--- src/rtl/router_cc_if.sv ---
// rtl/router_cc_if.sv - five-link flit bundle of the mesh router
// Bit p / slice [p*16 +: 16] belongs to port p: East, West, North, South, Local.
interface router_cc_if;
  logic [4:0]  i_credit;
  logic [4:0]  i_clk_rx;
  logic [4:0]  i_rx;
  logic [79:0] i_data;
  logic [4:0]  o_credit;
  logic [4:0]  o_clk_tx;
  logic [4:0]  o_tx;
  logic [79:0] o_data;

  modport slave (
    input  i_credit, i_clk_rx, i_rx, i_data,
    output o_credit, o_clk_tx, o_tx, o_data
  );

  modport master (
    output i_credit, i_clk_rx, i_rx, i_data,
    input  o_credit, o_clk_tx, o_tx, o_data
  );
endinterface

--- src/rtl/router_cc.sv ---
// rtl/router_cc.sv - five-port XY wormhole router with credit flow control
// ROUTERCC_SHALLOW_BUF_EN selects 4-deep input buffers instead of 16-deep.
module router_cc #(
  parameter logic [15:0] address = 16'h0000
) (
  input  logic       i_clk,
  input  logic       i_rst,
  router_cc_if.slave bus
);

`ifdef ROUTERCC_SHALLOW_BUF_EN
  localparam int PW = 2;
`else
  localparam int PW = 4;
`endif
  localparam int DEPTH = 1 << PW;
  localparam logic [PW:0] FULL_CNT = (PW+1)'(DEPTH);

  logic [15:0]   r_mem [5][DEPTH];
  logic [PW-1:0] r_wr_ptr [5];
  logic [PW-1:0] r_rd_ptr [5];
  logic [PW:0]   r_cnt [5];

  logic [4:0]  r_conn;
  logic [2:0]  r_sel [5];
  logic [4:0]  r_hdr_done;
  logic [4:0]  r_size_done;
  logic [15:0] r_remain [5];
  logic [4:0]  r_busy;
  logic [2:0]  r_owner [5];
  logic [2:0]  r_rr_ptr;

  logic [15:0] w_head [5];
  logic [2:0]  w_route [5];
  logic [4:0]  w_full, w_empty, w_push, w_pop, w_last, w_elig;
  logic        w_gnt_vld;
  logic [2:0]  w_gnt_idx;
  logic [4:0]  w_tx;
  logic [79:0] w_odata;
  logic        w_unused_clk_rx;

  function automatic logic [2:0] rr_idx(input logic [2:0] base, input int k);
    int s;
    s = int'(base) + k;
    if (s >= 5) s = s - 5;
    return 3'(s);
  endfunction

  function automatic logic [2:0] xy_route(input logic [15:0] hdr);
    if (hdr[15:8] > address[15:8])      return 3'd0;
    else if (hdr[15:8] < address[15:8]) return 3'd1;
    else if (hdr[7:0] > address[7:0])   return 3'd2;
    else if (hdr[7:0] < address[7:0])   return 3'd3;
    else                                return 3'd4;
  endfunction

  assign w_unused_clk_rx = ^bus.i_clk_rx;

  always_comb begin
    for (int p = 0; p < 5; p++) begin
      w_head[p]  = r_mem[p][r_rd_ptr[p]];
      w_route[p] = xy_route(w_head[p]);
      w_empty[p] = (r_cnt[p] == '0);
      w_full[p]  = (r_cnt[p] == FULL_CNT);
      w_push[p]  = bus.i_rx[p] && !w_full[p];
      w_pop[p]   = r_conn[p] && !w_empty[p] && bus.i_credit[r_sel[p]];
      // Flit 1 carrying size 0 ends the packet; otherwise the last payload does.
      w_last[p]  = r_size_done[p] ? (r_remain[p] == 16'd1)
                                  : (r_hdr_done[p] && (w_head[p] == 16'd0));
      w_elig[p]  = !r_conn[p] && !w_empty[p] && !r_busy[w_route[p]];
    end
  end

  always_comb begin
    w_gnt_vld = 1'b0;
    w_gnt_idx = 3'd0;
    for (int k = 0; k < 5; k++) begin
      if (!w_gnt_vld && w_elig[rr_idx(r_rr_ptr, k)]) begin
        w_gnt_vld = 1'b1;
        w_gnt_idx = rr_idx(r_rr_ptr, k);
      end
    end
  end

  always_ff @(posedge i_clk) begin
    for (int p = 0; p < 5; p++) begin
      if (w_push[p]) r_mem[p][r_wr_ptr[p]] <= bus.i_data[p*16 +: 16];
    end
  end

  always_ff @(posedge i_clk or posedge i_rst) begin
    if (i_rst) begin
      for (int p = 0; p < 5; p++) begin
        r_wr_ptr[p] <= '0;
        r_rd_ptr[p] <= '0;
        r_cnt[p]    <= '0;
        r_sel[p]    <= 3'd0;
        r_remain[p] <= 16'd0;
        r_owner[p]  <= 3'd0;
      end
      r_conn      <= 5'd0;
      r_hdr_done  <= 5'd0;
      r_size_done <= 5'd0;
      r_busy      <= 5'd0;
      r_rr_ptr    <= 3'd0;
    end else begin
      for (int p = 0; p < 5; p++) begin
        if (w_push[p]) r_wr_ptr[p] <= r_wr_ptr[p] + PW'(1);
        if (w_pop[p])  r_rd_ptr[p] <= r_rd_ptr[p] + PW'(1);
        r_cnt[p] <= r_cnt[p] + {{PW{1'b0}}, w_push[p]} - {{PW{1'b0}}, w_pop[p]};
        if (w_pop[p]) begin
          if (w_last[p]) begin
            r_conn[p]         <= 1'b0;
            r_hdr_done[p]     <= 1'b0;
            r_size_done[p]    <= 1'b0;
            r_busy[r_sel[p]]  <= 1'b0;
          end else if (!r_hdr_done[p]) begin
            r_hdr_done[p] <= 1'b1;
          end else if (!r_size_done[p]) begin
            r_size_done[p] <= 1'b1;
            r_remain[p]    <= w_head[p];
          end else begin
            r_remain[p] <= r_remain[p] - 16'd1;
          end
        end
      end
      // Granted output was free, so it cannot also be released at this edge.
      if (w_gnt_vld) begin
        r_conn[w_gnt_idx]           <= 1'b1;
        r_sel[w_gnt_idx]            <= w_route[w_gnt_idx];
        r_busy[w_route[w_gnt_idx]]  <= 1'b1;
        r_owner[w_route[w_gnt_idx]] <= w_gnt_idx;
        r_rr_ptr                    <= rr_idx(w_gnt_idx, 1);
      end
    end
  end

  always_comb begin
    w_tx    = 5'd0;
    w_odata = 80'd0;
    for (int o = 0; o < 5; o++) begin
      if (r_busy[o]) begin
        w_tx[o]             = !w_empty[r_owner[o]];
        w_odata[o*16 +: 16] = w_head[r_owner[o]];
      end
    end
  end

  assign bus.o_tx     = w_tx;
  assign bus.o_data   = w_odata;
  assign bus.o_credit = ~w_full;
  assign bus.o_clk_tx = {5{i_clk}};

endmodule

--- src/flat_wrapper.sv ---
// flat-port wrapper written by rule: the top's interface ports become plain ports
module router_cc_flat 
#(
  parameter logic [15:0] address = 16'h0000
)
  (i_clk, i_rst, bus_i_credit, bus_i_clk_rx, bus_i_rx, bus_i_data, bus_o_credit, bus_o_clk_tx, bus_o_tx, bus_o_data);
  router_cc_if bus_i ();
  input  logic i_clk;
  input  logic i_rst;
  input wire logic [$bits(bus_i.i_credit)-1:0] bus_i_credit;
  input wire logic [$bits(bus_i.i_clk_rx)-1:0] bus_i_clk_rx;
  input wire logic [$bits(bus_i.i_rx)-1:0] bus_i_rx;
  input wire logic [$bits(bus_i.i_data)-1:0] bus_i_data;
  output wire logic [$bits(bus_i.o_credit)-1:0] bus_o_credit;
  output wire logic [$bits(bus_i.o_clk_tx)-1:0] bus_o_clk_tx;
  output wire logic [$bits(bus_i.o_tx)-1:0] bus_o_tx;
  output wire logic [$bits(bus_i.o_data)-1:0] bus_o_data;
  assign bus_i.i_credit = bus_i_credit;
  assign bus_i.i_clk_rx = bus_i_clk_rx;
  assign bus_i.i_rx = bus_i_rx;
  assign bus_i.i_data = bus_i_data;
  assign bus_o_credit = bus_i.o_credit;
  assign bus_o_clk_tx = bus_i.o_clk_tx;
  assign bus_o_tx = bus_i.o_tx;
  assign bus_o_data = bus_i.o_data;
  router_cc #(.address(address)) u_core (.i_clk(i_clk), .i_rst(i_rst), .bus(bus_i));
endmodule
--- config.mk ---
export PLATFORM = sky130hd
export DESIGN_NAME = router_cc_flat
export DESIGN_NICKNAME = d
export VERILOG_FILES = /design/src/rtl/router_cc_if.sv /design/src/rtl/router_cc.sv /design/src/flat_wrapper.sv
export SDC_FILE = /design/constraint.sdc
export NUM_CORES = 2
export LEC_CHECK = 0
export CORE_MARGIN = 5
export CORE_UTILIZATION = 50
export CTS_BUF_LIST = sky130_fd_sc_hd__clkbuf_16
export CTS_CLUSTER_SIZE = 28
export DETAILED_ROUTE_END_ITERATION = 10
export PLACE_DENSITY = 0.67
export SYNTH_ARGS = -nofsm -noshare
export SYNTH_HDL_FRONTEND = slang
export SYNTH_SLANG_ARGS = --single-unit
--- constraint.sdc ---
create_clock -name i_clk -period 15.76 [get_ports i_clk]
set_input_delay 2.364 -clock i_clk [delete_from_list [all_inputs] [get_ports i_clk]]
set_output_delay 2.364 -clock i_clk [all_outputs]
set_load 0.01 [all_outputs]
== Word level (Yosys, flattened, before mapping) ==
Memories as Yosys holds them, arrays and structs flattened.
Index checks and enable logic that the tools add are counted.

* Add/sub/neg operators: 36
* $lt $le $gt $ge: 79
* Equal/unequal tests: 10
* Mux-type cells: 206
* Bitwise gates (word level): 35
* Reductions and logical operators: 102

{| class="wikitable"
|+ Operator list
! cell !! count
|-
| two-way mux 256 bit || 5
|-
| two-way mux 16 bit || 35
|-
| binary-select mux 16 bit (select 4 bit) || 5
|-
| demux 16 bit (select 4 bit) || 5
|-
| binary-select mux 16 bit (select 3 bit) || 5
|-
| two-way mux 3 bit || 35
|-
| < comparator 3 x 4 -> 1 bit, second input constant || 22
|-
| == test 16 x 1 -> 1 bit, second input constant || 5
|-
| > comparator 8 x 1 -> 1 bit, second input constant || 10
|-
| zero test 16 bit || 5
|-
| < comparator 8 x 1 -> 1 bit, second input constant || 10
|-
| subtractor 16 x 1 -> 16 bit, second input constant || 5
|-
| two-way mux 1 bit || 72
|-
| binary-select mux 1 bit (select 3 bit) || 20
|-
| two-way mux 5 bit || 12
|-
| greater-or-equal comparator 5 bit, second input constant || 10
|-
| inverter 4 -> 5 bit || 10
|-
| logical AND 1 bit || 48
|-
| adder 4 x 1 -> 4 bit, second input constant || 10
|-
| bitwise mux 15 bit || 2
|-
| inverter 5 bit || 6
|-
| zero test 1 bit || 29
|-
| greater-or-equal comparator 4 bit, second input constant || 7
|-
| inverter 3 -> 4 bit || 7
|-
| other kinds (22) || 88
|}

* Register bits: 198
* Memory bits (writable): 1280
* Bits of input ports: 97
* Memories kept: 1

{| class="wikitable"
|+ Memory list
! name !! words !! bits a word !! read ports !! clocked after memory_dff !! write ports !! line !! RTL
|-
| u_core.r_mem || 5 || 256 || 5 || 0 || 5 || router_cc.sv:19 || <nowiki>logic [15:0] r_mem [5][DEPTH];</nowiki>
|}

== Depth between registers and ports, before layout ==
* Depth in word-level cells: 38
* Gate-level depth with buffers: 20
* Mapped depth without buffers: 18

==> reports/metrics.csv <==
stage,metric,value,unit
run_status,status,"complete, no violations",
placement,GPL Wtd Cong,0.921,
worst_setup_path,Setup CP Type,clk -> out,
pwr,Lkg Pwr,24.4,nW
sta,Least-Margin Pin Slew,1230,ps
final_layout,nets,4224,
worst_setup_path,critical path's most frequent cell,clkbuf_16,
worst_setup_path,worst path required time,13400,ps
pwr,Peak VDD IR,0.132,mV
floorplanning,num ports,192,
clock_tree,Post CTS Setup Buffer Count,0,
sta,Final Skew,23.4,ps
hold_path,worst hold-check path type,reg -> reg,
drt,final WL,155000,um
drt,Detailed Routing Iterations Pass 1,6,
clock_tree,clock latency on the worst-skew pair,890,ps
global_routing,initial antenna violation count,14,
floorplanning,die height,365,um
global_routing,GRT Overall Usage,23.3,%
final_layout,"Cell Count, Final, Fillers Out",5818,
yosys,syn avg cell area,16.6,sq um
yosys,Synth top area share,60.9,%
drt,First DRT Iteration DRCs,4029,
sta,fin. max-slew vios,0,
drt,Via Count,36100,
worst_setup_path,CP Max Fanout,3,
sta,RSZ-0062 raised after global routing,no,
final_layout,area delta synth->final,13.9,%
yosys,#FFs+latches synth,1467,
yosys,post-synth top area cell,edfxtp_1,
job,max-cap violations,0,
yosys,"Top FF cell, synth",edfxtp_1,
drt,DR vias/cell,6.20,
clock_tree,CTS tree,yes,
floorplanning,Rows,130,
global_routing,largest net degree at the start of global routing,67,
drt,Antenna Nets Post-Route,0,
worst_setup_path,nature of the critical path endpoint,output port,
yosys,synthesized net count,3976,
sta,final hold violations,0,
final_layout,Final Cell Area,72000,sq um
floorplanning,Die W,365,um
floorplanning,Initial Util,50.3,%
worst_setup_path,crit path cell chain,clkbuf_16 -> clkbuf_16 -> clkdlybuf4s50_1,
worst_setup_path,CP startpoint kind,clock port,
worst_setup_path,Max stage delay on crit path,470,ps
sta,Max-slew headroom,17.1,%
worst_setup_path,crit path DAT,8610,ps
final_layout,most frequent cells in the layout,"1280 x edfxtp_1, 349 x mux4_2, 187 x nand2_1",
sta,final setup fails,0,
placement,HPWL after detailed placement,97700,um
clock_tree,Resized Gates After CTS,0,
yosys,Mapped Area,63200,sq um
global_routing,"Remaining Overflow, GRT",0,
yosys,ys async rst share,12.7,%
pwr,Cell Pwr Density,198,nW/um^2
sta,sum of negative setup slack,0,ps
drt,Residual DRC,0,
placement,dpl cells,5540,
worst_setup_path,slowest library cell on the worst path,clkdlybuf4s50_1,
clock_tree,hold_buf cts,0,
global_routing,vias in the first global route,35600,
yosys,Synth cell types,88,
yosys,synthesis warning total,0,
drt,WL/cell,26.7,um
yosys,Mapped Cells,3798,
clock_tree,clk slew on worst S/H paths,60,ps
yosys,top post-synthesis cells by area,"edfxtp_1 61%, mux4_2 12%, dfrtp_1 7.4%, mux2i_1 1.9%, ha_1 1.5%",
yosys,sequential area share after synthesis,68.3,%
global_routing,first-pass GRT wire length,230000,um
yosys,"EDFF count, synth",1280,
floorplanning,Core Footprint,126000,sq um
final_layout,"most common cell after layout, fill and taps aside",edfxtp_1,
floorplanning,die area,134000,sq um
placement,DP Area,67300,sq um
final_layout,fraction of layout cells with a size suffix above 1,18.7,%
placement,PortBufs,184,
critical path: cells and delay by family:
family                 cells  cell delay (ps)
buffers and inverters      3              730
worst paths after layout:
kind	startpoint	to	slack [ps]	cells after the start
worst max-delay path	i_clk	bus_o_clk_tx[2]	4790	3
worst min-delay path	u_core.r_conn[2]	u_core.r_conn[2]	510	1
worst max register to register	u_core.r_rd_ptr[12]	u_core.r_owner[0]	8270	15
worst min register to register	u_core.r_conn[2]	u_core.r_conn[2]	510	1
max in group asynchronous	i_rst	u_core.r_rd_ptr[0]	11680	4
min in group asynchronous	i_rst	u_core.r_wr_ptr[8]	1920	2
cell usage after synthesis (32+ instances only):
library cell and instances:
a21oi_1 142, a221oi_1 39, a22oi_1 79, and2_1 71
clkbuf_1 121, dfrtp_1 187, edfxtp_1 1280, ha_1 75
inv_1 107, mux2i_1 122, mux4_2 349, nand2_1 187
nand3_1 66, nor2_1 204, nor2b_1 32, nor3_1 59
o21ai_0 116, o22ai_1 63, xnor2_1 48
through the flow:
step,setup WS [ps],util [%],hold WS (ps),power (mW)
final,4790,57.3,505,14.3
after global routing,4760,57.3,516,14.9
after CTS,4770,57.3,503,14.3
after detailed placement,5070,53.6,482,10.9
after global placement,5070,53.6,482,10.8
after floorplan,5400,-,452,8.83
flip-flops by register name (all words and copies together) (netlist names), 9 cells and up:
| signal | count |
|---|---|
| u_core.r_cnt | 25 |
| u_core.r_owner | 9 |
| u_core.r_sel | 10 |
| u_core.r_remain | 80 |
| u_core.r_rd_ptr | 20 |
| u_core.r_mem | 1280 |
| u_core.r_wr_ptr | 20 |
layer usage:
metal / up-vias / wire [um] / GRT usage [%]
met5: - / 74 / 0
met3: 219 / 13500 / 5.41
li1: 15700 / - / -
met1: 18700 / 66000 / 34.0
met4: 10 / 2870 / 5.90
met2: 1471 / 72600 / 35.9
cells by family after synthesis:
group / count (synthesis) / share of synthesized area (%)
DFF: 1467 / 68.3
and+or+nand+nor: 808 / 6.42
AOI/OAI and AO/OA: 577 / 6.00
muxes: 494 / 14.8
buffers and inverters: 313 / 2.04
adders and majority gates: 81 / 1.68
xor gates and xnor gates: 58 / 0.804
where the power goes:
| group | total [mW] | leakage [nW] | internal (mW) | switching [mW] |
|---|---|---|---|---|
| Sequential | 5.22 | 13.8 | 4.76 | 0.455 |
| Combinational | 5.65 | 8.08 | 2.31 | 3.34 |
| Clock | 3.40 | 2.46 | 1.92 | 1.48 |
final cells by class:
cell class	count	area, sq um
Fill cell	9486	53600
Antenna cell	7	17.5
Inverter	116	443
Clock buffer	164	4030
Sequential cell	1467	43100
Clock inverter	112	687
Tap cell	1650	2060
Timing Repair Buffer	284	2580
Multi-Input combinational cell	2018	19000
(Power assumes the default switching activity.)
